File: src/rtl/hazard_ctrl_pkg.sv
`default_nettype none
// ============================================================================
// Module      : hazard_ctrl_pkg
// Description : Shared encodings for the pipeline hazard controller: FSM
//               states, hazard priority ordering and the bubble-insert level.
// Revision    : 1.0 - initial release
// ============================================================================
package hazard_ctrl_pkg;

  typedef enum logic [1:0] {
    ST_RUN      = 2'b00,
    ST_MDU_WAIT = 2'b01,
    ST_MEM_WAIT = 2'b10,
    ST_REDIRECT = 2'b11
  } state_t;

  // Hazard kinds listed from highest to lowest priority
  typedef enum logic [2:0] {
    HZ_NONE     = 3'd0,
    HZ_DMEM     = 3'd1,
    HZ_MDU      = 3'd2,
    HZ_BRANCH   = 3'd3,
    HZ_LOAD_USE = 3'd4,
    HZ_IMEM     = 3'd5
  } hazard_t;

  // Level on a *_flush line that loads a NOP bubble into the stage register
  localparam logic INSERT_BUBBLE = 1'b1;

  // Pick the single highest-priority active hazard
  function automatic hazard_t top_hazard(input logic dmem, input logic mdu,
                                         input logic branch, input logic ld_use,
                                         input logic imem);
    hazard_t hz;
    hz = HZ_NONE;
    if (dmem)        hz = HZ_DMEM;
    else if (mdu)    hz = HZ_MDU;
    else if (branch) hz = HZ_BRANCH;
    else if (ld_use) hz = HZ_LOAD_USE;
    else if (imem)   hz = HZ_IMEM;
    return hz;
  endfunction

endpackage
`default_nettype wire

File: src/rtl/pipeline_hazard_controller_sat_counter.sv
`default_nettype none
// ============================================================================
// Module      : sat_counter
// Description : Up-counter that sticks at all-ones instead of wrapping.
// Revision    : 1.0 - initial release
// ============================================================================
module sat_counter #(
  parameter int W = 16
) (
  input  logic         clk,
  input  logic         reset,
  input  logic         inc,
  output logic [W-1:0] count
);

  // Count up on inc, holding at the maximum value once reached
  always_ff @(posedge clk) begin
    if (!reset) begin
      count <= '0;
    end else if (inc && (count != '1)) begin
      count <= count + 1'b1;
    end
  end

endmodule
`default_nettype wire

File: src/rtl/pipeline_hazard_controller.sv
`default_nettype none
// ============================================================================
// Module      : pipeline_hazard_controller
// Description : Stall/flush sequencer for the 5-stage pipeline. Merges branch
//               mispredict, load-use, MUL/DIV occupancy and memory wait
//               states into one set of PC / stage-register controls per cycle.
// Revision    : 1.0 - initial release
// ============================================================================
module pipeline_hazard_controller
  import hazard_ctrl_pkg::*;
#(
  parameter int CNT_W       = 16,
  parameter int MDU_TIMEOUT = 64
) (
  input  logic             clk,
  input  logic             reset,
  input  logic             mispredict,
  input  logic             load_use,
  input  logic             mdu_start,
  input  logic             mdu_done,
  input  logic             imem_busy,
  input  logic             dmem_busy,
  output logic             pc_en,
  output logic             pc_redirect,
  output logic             if_id_en,
  output logic             id_ex_en,
  output logic             ex_mem_en,
  output logic             mem_wb_en,
  output logic             if_id_flush,
  output logic             id_ex_flush,
  output logic             ex_mem_flush,
  output logic [1:0]       state_o,
  output logic [CNT_W-1:0] stall_cycles,
  output logic [CNT_W-1:0] flush_count,
  output logic             mdu_timeout
);

  localparam int WD_W = $clog2(MDU_TIMEOUT + 1);
  localparam logic [WD_W-1:0] WD_MAX  = WD_W'(MDU_TIMEOUT);
  localparam logic [WD_W-1:0] WD_LAST = WD_W'(MDU_TIMEOUT - 1);

  state_t          state;
  state_t          next_state;
  hazard_t         hz;
  logic            run_like;
  logic [WD_W-1:0] wd_count;

  assign state_o = state;

  // State register; reset abandons any wait and returns to RUN
  always_ff @(posedge clk) begin
    if (!reset) begin
      state <= ST_RUN;
    end else begin
      state <= next_state;
    end
  end

  // Next-state and control decode; MEM_WAIT released and REDIRECT reuse RUN decode
  always_comb begin
    pc_en        = 1'b1;
    pc_redirect  = 1'b0;
    if_id_en     = 1'b1;
    id_ex_en     = 1'b1;
    ex_mem_en    = 1'b1;
    mem_wb_en    = 1'b1;
    if_id_flush  = 1'b0;
    id_ex_flush  = 1'b0;
    ex_mem_flush = 1'b0;
    next_state   = state;
    run_like     = 1'b0;
    // EX and ID already hold bubbles in REDIRECT, so branch and load-use are moot
    hz = top_hazard(dmem_busy, mdu_start & ~mdu_done,
                    mispredict & (state != ST_REDIRECT),
                    load_use & (state != ST_REDIRECT), imem_busy);

    if (!reset) begin
      {pc_en, if_id_en, id_ex_en, ex_mem_en, mem_wb_en} = '0;
      if_id_flush  = INSERT_BUBBLE;
      id_ex_flush  = INSERT_BUBBLE;
      ex_mem_flush = INSERT_BUBBLE;
      next_state   = ST_RUN;
    end else begin
      case (state)
        ST_MDU_WAIT: begin
          if (dmem_busy) begin
            {pc_en, if_id_en, id_ex_en, ex_mem_en, mem_wb_en} = '0;
          end else if (!mdu_done) begin
            {pc_en, if_id_en, id_ex_en} = '0;
            ex_mem_flush = INSERT_BUBBLE;
          end else begin
            next_state = ST_RUN;
          end
        end
        ST_MEM_WAIT: begin
          if (dmem_busy) begin
            {pc_en, if_id_en, id_ex_en, ex_mem_en, mem_wb_en} = '0;
          end else begin
            run_like = 1'b1;
          end
        end
        default: run_like = 1'b1;
      endcase

      if (run_like) begin
        next_state = ST_RUN;
        case (hz)
          HZ_DMEM: begin
            {pc_en, if_id_en, id_ex_en, ex_mem_en, mem_wb_en} = '0;
            next_state = ST_MEM_WAIT;
          end
          HZ_MDU: begin
            {pc_en, if_id_en, id_ex_en} = '0;
            ex_mem_flush = INSERT_BUBBLE;
            next_state   = ST_MDU_WAIT;
          end
          HZ_BRANCH: begin
            pc_redirect = 1'b1;
            if_id_flush = INSERT_BUBBLE;
            id_ex_flush = INSERT_BUBBLE;
            next_state  = ST_REDIRECT;
          end
          HZ_LOAD_USE: begin
            pc_en       = 1'b0;
            if_id_en    = 1'b0;
            id_ex_flush = INSERT_BUBBLE;
          end
          HZ_IMEM: begin
            pc_en       = 1'b0;
            if_id_flush = INSERT_BUBBLE;
          end
          default: ;
        endcase
      end
    end
  end

  // MDU watchdog: restarts on entry to MDU_WAIT, counts undone cycles, sticky flag
  always_ff @(posedge clk) begin
    if (!reset) begin
      wd_count    <= '0;
      mdu_timeout <= 1'b0;
    end else if ((state != ST_MDU_WAIT) && (next_state == ST_MDU_WAIT)) begin
      wd_count <= '0;
    end else if ((state == ST_MDU_WAIT) && !mdu_done && (wd_count != WD_MAX)) begin
      wd_count <= wd_count + 1'b1;
      if (wd_count == WD_LAST) begin
        mdu_timeout <= 1'b1;
      end
    end
  end

  sat_counter #(.W(CNT_W)) u_stall_cnt (
    .clk   (clk),
    .reset (reset),
    .inc   (~pc_en),
    .count (stall_cycles)
  );

  sat_counter #(.W(CNT_W)) u_flush_cnt (
    .clk   (clk),
    .reset (reset),
    .inc   (pc_redirect),
    .count (flush_count)
  );

endmodule
`default_nettype wire

File: config.mk
export PLATFORM = sky130hd
export DESIGN_NAME = pipeline_hazard_controller
export DESIGN_NICKNAME = d
export VERILOG_FILES = /design/src/rtl/hazard_ctrl_pkg.sv /design/src/rtl/pipeline_hazard_controller_sat_counter.sv /design/src/rtl/pipeline_hazard_controller.sv
export SDC_FILE = /design/constraint.sdc
export NUM_CORES = 1
export LEC_CHECK = 0
export ABC_AREA = 1
export ABC_CLOCK_PERIOD_IN_PS = 2100
export CAP_MARGIN = 10
export CORE_ASPECT_RATIO = 1.75
export CORE_MARGIN = 2
export CORE_UTILIZATION = 40
export CTS_BUF_LIST = sky130_fd_sc_hd__clkbuf_4
export DETAILED_ROUTE_END_ITERATION = 8
export GPL_TIMING_DRIVEN = 0
export PLACE_DENSITY_LB_ADDON = 0.25
export SYNTH_ARGS = -nofsm -noshare
export SYNTH_HDL_FRONTEND = slang
export SYNTH_SLANG_ARGS = --single-unit
File: constraint.sdc
create_clock -name clk -period 2.1 [get_ports clk]
set_clock_uncertainty 0.05 [all_clocks]
set_input_delay 0.42 -clock clk [delete_from_list [all_inputs] [get_ports clk]]
set_output_delay 0.42 -clock clk [all_outputs]
set_load 0.02 [all_outputs]
# --- After elaboration in Yosys (flattened, before gate mapping) ---
# Cells that the tools add are included.
classes:
  n_addsub: 3
  n_eq_ne: 14
  n_bitwise: 7
  mux: 45
  reduce_logical: 14
ops:
  columns: ["cell", "count"]
  rows:
  - ["adder 16 x 1 -> 16 bit, second input constant", 2]
  - ["two-way mux 1 bit", 32]
  - ["!= test 16 bit, second input constant", 2]
  - ["two-way mux 3 bit", 5]
  - ["two-way mux 2 bit", 5]
  - ["OR reduction 2 bit", 5]
  - ["adder 7 x 1 -> 7 bit, second input constant", 1]
  - ["equality test 7 x 6 -> 1 bit, second input constant", 1]
  - ["!= test 7 bit, second input constant", 1]
  - ["equality test 3 x 2 -> 1 bit, second input constant", 2]
  - ["equality test 3 bit, second input constant", 2]
  - ["one-hot mux 2 bit (3 select lines)", 1]
  - ["logical AND 1 bit", 5]
  - ["equality test 2 x 1 -> 1 bit, second input constant", 2]
  - ["NOT 1 bit", 4]
  - ["one-hot mux 1 bit (2 select lines)", 2]
  - ["OR reduction 4 bit", 1]
  - ["bitwise AND 1 bit", 3]
  - ["equality test 3 x 1 -> 1 bit, second input constant", 1]
  - ["AND reduction 3 bit", 1]
  - ["OR reduction 3 bit", 1]
  - ["equality test 2 bit, second input constant", 1]
  - ["!= test 2 x 1 -> 1 bit, second input constant", 1]
  - ["!= test 2 bit, second input constant", 1]
  - ["logical NOT 1 bit", 1]
word_totals:
  out_inout_bits: 44
  reg_bits: 42
  elab_cells: 88

# --- Depth between registers and ports, before layout ---
# Gate-level depths: netlist of the first run.
logic_depth:
  depth_word: 14
  ltp_mapped: 12
  ltp_nobuf: 11

# --- Hierarchy ---
# Synthesis of the first run repeated with hierarchy kept, for this count alone.
unflattened:
  hier_cells: 436
  area_unflattened_um2: 2831.5
by_module_without_submodules:
  columns: ["mod", "seq_area_each_um2", "n_inst", "area_per_inst_um2", "cells_per_inst"]
  rows:
  - ["sat_counter (u_flush_cnt)", 320.3, 1, 996.0, 149]
  - ["sat_counter (u_stall_cnt)", 320.3, 1, 973.4, 155]
  - ["pipeline_hazard_controller", 200.2, 1, 862.1, 132]

# --- Least setup slack after synthesis of the first run ---
# Ideal clock, no wire load.
synth_timing:
  path_kind: "flip-flop to output port"
  start: "register state[0], in the netlist state_o[0]"
  end: "output if_id_en"
  path_buffers: 0
  t_required_ps: 1630
  t_arrival_ps: 1816
  path_slack_ps: -186
  path_stages_with_launch: 9
  cell_sequence: "dfxtp_1 > inv_1 > ha_1 > inv_1 > nand2_1 > nand2_4 > o21ai_2 > nor2_4 > a21boi_0"
synth_between:
  elab_chain_len: 11
  word_cells_on_any_way: 19
synth_rtl:
  columns: ["item", "line", "source"]
  rows:
  - ["start, declared", "pipeline_hazard_controller.sv:42", "state_t state;"]
  - ["start signal, assigned", "pipeline_hazard_controller.sv:55", "state <= next_state;"]
  - ["!= test 2 bit", "pipeline_hazard_controller.sv:74, pipeline_hazard_controller.sv:75", null]
  - ["bitwise AND 1 bit", "pipeline_hazard_controller.sv:75", "load_use & (state != ST_REDIRECT), imem_busy);"]
  - ["two-way mux 3 bit", "hazard_ctrl_pkg.sv:39", "else if (ld_use) hz = HZ_LOAD_USE;"]
  - ["two-way mux 3 bit", "hazard_ctrl_pkg.sv:38", "else if (branch) hz = HZ_BRANCH;"]
  - ["two-way mux 3 bit", "hazard_ctrl_pkg.sv:37", "else if (mdu) hz = HZ_MDU;"]
  - ["two-way mux 3 bit", "hazard_ctrl_pkg.sv:36", "if (dmem) hz = HZ_DMEM;"]
  - ["equality test 3 x 2 -> 1 bit (tied with other cells)", "pipeline_hazard_controller.sv:107", "case (hz)"]
  - ["OR reduction 3 bit (no source line)", null, null]
  - ["two-way mux 1 bit", "pipeline_hazard_controller.sv:107", null]
  - ["two-way mux 1 bit *", "pipeline_hazard_controller.sv:105", "if (run_like) begin"]
  - ["two-way mux 1 bit *", "pipeline_hazard_controller.sv:77", "if (!reset) begin"]
  - ["end, declared", "pipeline_hazard_controller.sv:25", "output logic if_id_en,"]
# Every way passes the cells marked *; elsewhere a longest branch is shown, timed or not. The select of a mux whose other input is x is not followed.

# --- Worst setup path after layout of the first run ---
layout_timing:
  start: "register state[1], in the netlist state_o[1]"
  end: "output if_id_en"
# The elaborated chain is that of the path after synthesis.

==> results.ini, run 1 <==
[final_layout]
fill_cells=657
nNetsFinal=483
final_cell_mix=nand2_1, nor2_1, clkdlybuf4s50_1, dfxtp_1, nand3_1
n_antenna_cell=0
fin_cells=551
final_common_cell=nand2_1
drive_gt1_frac=0.226
area_growth_pct=35.8

[worst_setup_path]
cpPeakStageDelay_ns=0.39
cp-end-kind=output port
critPathKind=flip-flop to output port
crit_chain=buf_4, ha_4, inv_2, nand2_4, nand2_8, o21ai_4, nor2_4, a21boi_2, buf_4
reg2reg_depth=12
worstPathMaxFanout=6
crit_slowest_cell=dfxtp_4
required_ns=1.63
arrival_ns=1.81
critPathMostFrequentCell=buf_4
crit_path_start_kind=flip-flop

[floorplan]
start_util=0.416
core-area_um2=6590
die_h_um=113
ioPinCount=52
die_x_um=66.6
die_area_um2=7550
row_count=39

[sta]
worst_slew_margin_rel=0.630
fin_crit_sh=1.08
worst_pin_slew_ns=0.554
worst_hold_slack_ns=0.429
fin_tns_setup_ns=-0.826
setup_viol=7
fin_ws_ns=-0.177
final_hold_viol_count=0
fmax_mhz=439
rsz0062_at_grt=yes
drv_slew=0
period_needed_ns=2.28

[cts]
cts.sinks=42
cts_buffer_depth=2
cts_tree=built
numCtsBuffers=5
cts.reportedPaths.clkPinSlew_ns=0.12
clock-root-buffer=clkbuf_4
clk_latency_ns=0.36
htreeDepth=2
cts_hold_buf=0

[yosys]
yosysTopAreaCell=dfxtp_1
avgSynthCellArea_um2=6.97
netlist_area_um2=2740
synth_top_area_frac=0.307
synth_fp_nets=408
ys_ff_latch=42
netlist_instances=393
ys_seq_area_frac=0.307
synth_area_leaders=dfxtp_1, nand2_1, nand3_1
yosys_warnings=0
ys_types=34

[routing]
antenna_left=0
drt_iter0_drc=93
drc=0
vias=2766
viasPerCell=5.02
drtPass1Iterations=4
wirelength_mm=7.04
wire_per_inst_um=12.8

[global_routing]
grt.overflow.total=0
grt_pass1_vias=2588
grt_pass1_wl_mm=11.4
antenna_found_initial=0
grt_use_total=0.190
grt_max_degree=13

[worst_hold_path]
whs_path_depth=1
hp-class=flip-flop to flip-flop

[power]
p_per_area_nw_per_um2=512
p_leak_nw=1.34
p_switching_w=0.000575
p_seq_frac=0.442
p_comb_frac=0.270
power.internal_w=0.00133
swShare=0.302
clock_power_share=0.287
ir_drop_mv=0.398

[placed_design]
placed_cells=526
dp_hpwl_mm=5.15
gp_congestion=0.908
port_buffers=51

[outcome]
violations=negative setup slack
status=complete, but fails checks

[flow_run]
maxCapViolations=0

flip-flops by register name (all words and copies together), names as in the netlist:
signal and cells:
state_o 2, u_stall_cnt.count 16, mdu_timeout 1, wd_count 7
u_flush_cnt.count 16
what timing repair did:
item                                    CTS  global route
cloned                                    0             1
setup buffers                             5            13
resized for setup                        80            15
endpoints found under the setup margin    9            11
pin swaps                                 9            14
critical path: cells and delay by family, from the launching register on:
kind                     cells  cell delay, ns
flip-flops                   1            0.39
adder cells (fa/ha/maj)      1            0.17
AND/OR/NAND/NOR              3            0.28
AO/OA/AOI/OAI                2            0.25
buffers and inverters        3            0.35
synthesized netlist by cell type, drive strengths merged:
cell type / number
nand2: 104
nor2: 47
dfxtp: 42
inv: 41
nand3: 41
a21oi: 36
xor2: 15
nor3: 13
xnor2: 10
buf: 9
nand4: 9
o21ai: 9
ha: 7
clkbuf: 3
a21boi: 2
o21a: 2
and2: 1
nor3b: 1
o211ai: 1
cell families after synthesis:
| group | count (synthesis) | synth area share |
|---|---|---|
| compound gates | 50 | 0.110 |
| buf+inv | 53 | 0.0904 |
| simple gates | 216 | 0.381 |
| flops | 42 | 0.307 |
| xor+xnor | 25 | 0.0799 |
| fa+ha+maj | 7 | 0.0320 |
layer usage:
metal	share of wire	vias up	GRT usage
met5	0	-	0
met4	0.026	0	0.0653
met3	0.040	13	0.0385
met2	0.53	59	0.361
met1	0.40	1272	0.201
li1	-	1422	-
power by group through the flow:
stage                     Sequential (W)  Clock (W)  Combinational (W)
after floorplan                 0.000872          0           0.000229
after global placement          0.000857          0           0.000376
after detailed placement        0.000857          0           0.000378
after CTS                       0.000842   0.000566           0.000422
after global routing            0.000846   0.000589           0.000552
final                           0.000843   0.000547           0.000515
stage by stage:
stage | area [um^2] | worst slack [ns] | total power, W | util
floorplan | 2740 | -0.114 | 0.00110 | -
global placement | 3350 | -0.850 | 0.00123 | 0.509
detailed placement | 3350 | -0.854 | 0.00124 | 0.509
CTS | 3530 | -0.163 | 0.00183 | 0.536
global route | 3720 | -0.245 | 0.00199 | 0.565
finish | 3720 | -0.177 | 0.00190 | 0.565
layout make-up:
cell class | instances | area, um^2 | area share
inverters | 41 | 161 | 0.0434
well taps | 82 | 103 | 0.0276
repair buffers | 69 | 653 | 0.176
clock buffers | 7 | 52.6 | 0.0141
multi-input cells | 298 | 1790 | 0.480
flip-flops and latches | 42 | 848 | 0.228
plain buffers | 11 | 87.6 | 0.0235
clock inverters | 1 | 30.0 | 0.00807
final timing paths:
kind	startpoint	end	slack, ns
max	state_o[1]$_SDFF_PN0_	if_id_en	-0.18
max reg2reg	state_o[0]$_SDFF_PN0_	u_stall_cnt.count[8]$_SDFFE_PN0P_	0.11
min	mdu_timeout$_SDFFE_PN0P_	mdu_timeout$_SDFFE_PN0P_	0.43
min reg2reg	mdu_timeout$_SDFFE_PN0P_	mdu_timeout$_SDFFE_PN0P_	0.43
(Power assumes the default switching activity.)
==> run 2: changes to the inputs <==
--- a/config.mk
+++ b/config.mk
@@ -10,7 +10,7 @@
 export CAP_MARGIN = 10
 export CORE_ASPECT_RATIO = 1.75
 export CORE_MARGIN = 2
-export CORE_UTILIZATION = 40
+export CORE_UTILIZATION = 54
 export CTS_BUF_LIST = sky130_fd_sc_hd__clkbuf_4
 export DETAILED_ROUTE_END_ITERATION = 8
 export GPL_TIMING_DRIVEN = 0
==> run 2 against run 1 <==
  * The flow still finishes with violations (negative setup slack)
  * Hold slack got worse by 0.0031 ns
  * Global-route usage increased by 6.9 points
  * Final cell count decreased by 5.8%
  * Sequential share of layout area increased by 0.65 points
  * Maximum frequency decreased by 1.4%
  * Non-clock buffer count decreased by 2
  * Power decreased by 8.8%
  * Core utilization increased by 17 points
  * Combinational power increased by 2%
  * Critical endpoint is now id_ex_flush
  * Highest routed layer unchanged
==> results.ini, run 2 (same netlist as run 1, synthesis figures left out) <==
[routing]
drc=0  ; unchanged
wire_per_inst_um=14.3  ; was 12.8 um
vias=2876  ; was 2,766
antenna_left=0  ; unchanged
viasPerCell=5.54  ; was 5.02
drt_iter0_drc=122  ; was 93
drtPass1Iterations=4  ; unchanged
wirelength_mm=7.41  ; was 7.04 mm

[power]
p_leak_nw=1.30  ; was 1.34 nW
swShare=0.330  ; was 0.302
p_seq_frac=0.487  ; was 0.442
p_switching_w=0.000573  ; was 0.000575 W
p_per_area_nw_per_um2=480  ; was 512 nW/um^2
power.internal_w=0.00116  ; was 0.00133 W
ir_drop_mv=0.397  ; was 0.398 mV
p_comb_frac=0.302  ; was 0.270
clock_power_share=0.211  ; was 0.287

[floorplan]
die_x_um=57.8  ; was 66.6 um
row_count=34  ; was 39
start_util=0.555  ; was 0.416
die_h_um=98.2  ; was 113 um
core-area_um2=4930  ; was 6590 um^2
ioPinCount=52  ; unchanged
die_area_um2=5680  ; was 7550 um^2

[sta]
rsz0062_at_grt=yes  ; unchanged
setup_viol=5  ; was 7
worst_hold_slack_ns=0.426  ; was 0.429 ns
fmax_mhz=433  ; was 439 MHz
worst_pin_slew_ns=0.563  ; was 0.554 ns
fin_ws_ns=-0.210  ; was -0.177 ns
final_hold_viol_count=0  ; unchanged
period_needed_ns=2.31  ; was 2.28 ns
fin_tns_setup_ns=-0.804  ; was -0.826 ns
drv_slew=0  ; unchanged
fin_crit_sh=1.10  ; was 1.08
worst_slew_margin_rel=0.625  ; was 0.630

[global_routing]
grt_pass1_vias=2781  ; was 2,588
grt.overflow.total=0  ; unchanged
grt_max_degree=12  ; was 13
use_met3=0.0344  ; was 0.0385
grt_pass1_wl_mm=11.8  ; was 11.4 mm
use_met1=0.261  ; was 0.201
use_met2=0.481  ; was 0.361
grt_use_total=0.260  ; was 0.190
antenna_found_initial=0  ; unchanged
grt-busiest-layer=met2  ; unchanged

[outcome]
status=complete, but fails checks  ; unchanged
violations=negative setup slack  ; unchanged

[worst_setup_path]
crit_slowest_cell=clkdlybuf4s50_1  ; was dfxtp_4
cp-end-kind=output port  ; unchanged
crit_chain=clkdlybuf4s50_1, nand2_2, nand2_4, nor3_4, nand2_2, o21a_1, o21ai_1, buf_4  ; was buf_4, ha_4, inv_2, nand2_4, nand2_8, o21ai_4, nor2_4, a21boi_2, buf_4
critPathMostFrequentCell=nand2_2  ; was buf_4
crit_path_start_kind=primary input  ; was flip-flop
path_buf_inv=2  ; was 3
arrival_ns=1.84  ; was 1.81 ns
worstPathMaxFanout=4  ; was 6
path_delay_family=buffers and inverters  ; was flip-flops
cpPeakStageDelay_ns=0.45  ; was 0.39 ns
critPathKind=primary input to output port  ; was flip-flop to output port
required_ns=1.63  ; about the same

[cts]
cts.sinks=42  ; unchanged
cts_buffer_depth=2  ; unchanged
clk_latency_ns=0.35  ; was 0.36 ns
clock-root-buffer=clkbuf_4  ; unchanged
cts.reportedPaths.clkPinSlew_ns=0.12  ; about the same
numCtsBuffers=5  ; unchanged
htreeDepth=2  ; unchanged
cts_hold_buf=0  ; unchanged
cts_tree=built  ; unchanged

[placed_design]
gp_congestion=0.934  ; was 0.908
port_buffers=51  ; unchanged
dp_hpwl_mm=5.18  ; was 5.15 mm
place_area_um2=3320  ; was 3350 um^2
placed_cells=498  ; was 526

[flow_run]
maxCapViolations=0  ; unchanged

[final_layout]
multiInputGateArea_um2=1780  ; was 1790 um^2
drive_gt1_frac=0.226  ; about the same
reg_top3=u_flush_cnt.count (16), u_stall_cnt.count (16), wd_count (7)  ; unchanged
fin_cells=519  ; was 551
n_antenna_cell=0  ; unchanged
finish.instance_area_um2=3620  ; was 3720 um^2
final-seq-area_um2=848  ; unchanged
final_common_cell=nand2_1  ; unchanged
area_growth_pct=32.0  ; was 35.8%
fill_cells=367  ; was 657
fin_util=0.733  ; was 0.565
final_cell_mix=nand2_1, nor2_1, clkdlybuf4s50_1, dfxtp_1, nand3_1  ; unchanged
nNetsFinal=481  ; was 483

[worst_hold_path]
hp-class=flip-flop to flip-flop  ; unchanged

==> run 2: cell types whose count changed in the layout (fill, tap and decap cells not counted), sizes merged <==
cell and delta:
clkinv +1, bufinv -1, clkdlybuf4s15 +1, buf -2, clkbuf -3
==> run 2: worst reg2reg max path, cell delays in order (launching register included) <==
cell,delay (ns)
dfxtp_4,0.42
ha_4,0.15
inv_4,0.04
nand2_4,0.06
nand2_4,0.06
nor3_4,0.22
nand2_2,0.08
buf_4,0.15
nand2_4,0.07
buf_8,0.11
buf_8,0.12
nand2_4,0.09
buf_12,0.16
nand2_1,0.07
a21oi_2,0.05
==> run 2: what timing repair did <==
item,4_1_cts,5_1_grt
setup buffers,11,6
resized for setup,81,16
hold endpoints to repair,0,0
pin swaps,13,11
endpoints found under the setup margin,9,19
==> run 2: power groups by stage <==
stage	combinational, W	clock, W	sequential, W
2_1_floorplan	0.000229	0	0.000872
3_3_place_gp	0.000372	0	0.000856
3_5_place_dp	0.000381	0	0.000857
4_1_cts	0.000454	0.000378	0.000845
5_1_grt	0.000555	0.000401	0.000849
6_report	0.000524	0.000367	0.000846
==> run 2: routing by layer <==
metal	up-vias	wire [um]
met3	36	266
li1	1407	-
met1	1340	2620
met4	0	345
met5	-	0
met2	93	4180
==> run 2: final timing paths <==
check | cells past startpoint | start | slack (ns) | end
setup / recovery | 8 | mdu_start | -0.21 | id_ex_flush
hold / removal | 1 | mdu_timeout$_SDFFE_PN0P_ | 0.43 | mdu_timeout$_SDFFE_PN0P_
setup reg to reg | 14 | state_o[1]$_SDFF_PN0_ | 0.08 | u_stall_cnt.count[7]$_SDFFE_PN0P_
hold reg to reg | 1 | mdu_timeout$_SDFFE_PN0P_ | 0.43 | mdu_timeout$_SDFFE_PN0P_
==> run 2: stage by stage <==
| step | total power [W] | setup WS (ns) |
|---|---|---|
| floorplan | 0.00110 | -0.114 |
| global placement | 0.00123 | -0.799 |
| detailed placement | 0.00124 | -0.819 |
| CTS | 0.00168 | -0.141 |
| global route | 0.00181 | -0.256 |
| finish | 0.00174 | -0.210 |
==> run 2: final cells by class <==
type                    count  area share
multi-input cells         298       0.491
flip-flops and latches     42       0.235
repair buffers             68       0.179
inverters                  41      0.0432
plain buffers              10      0.0221
well taps                  54      0.0187
clock buffers               5      0.0104
clock inverters             1     0.00104
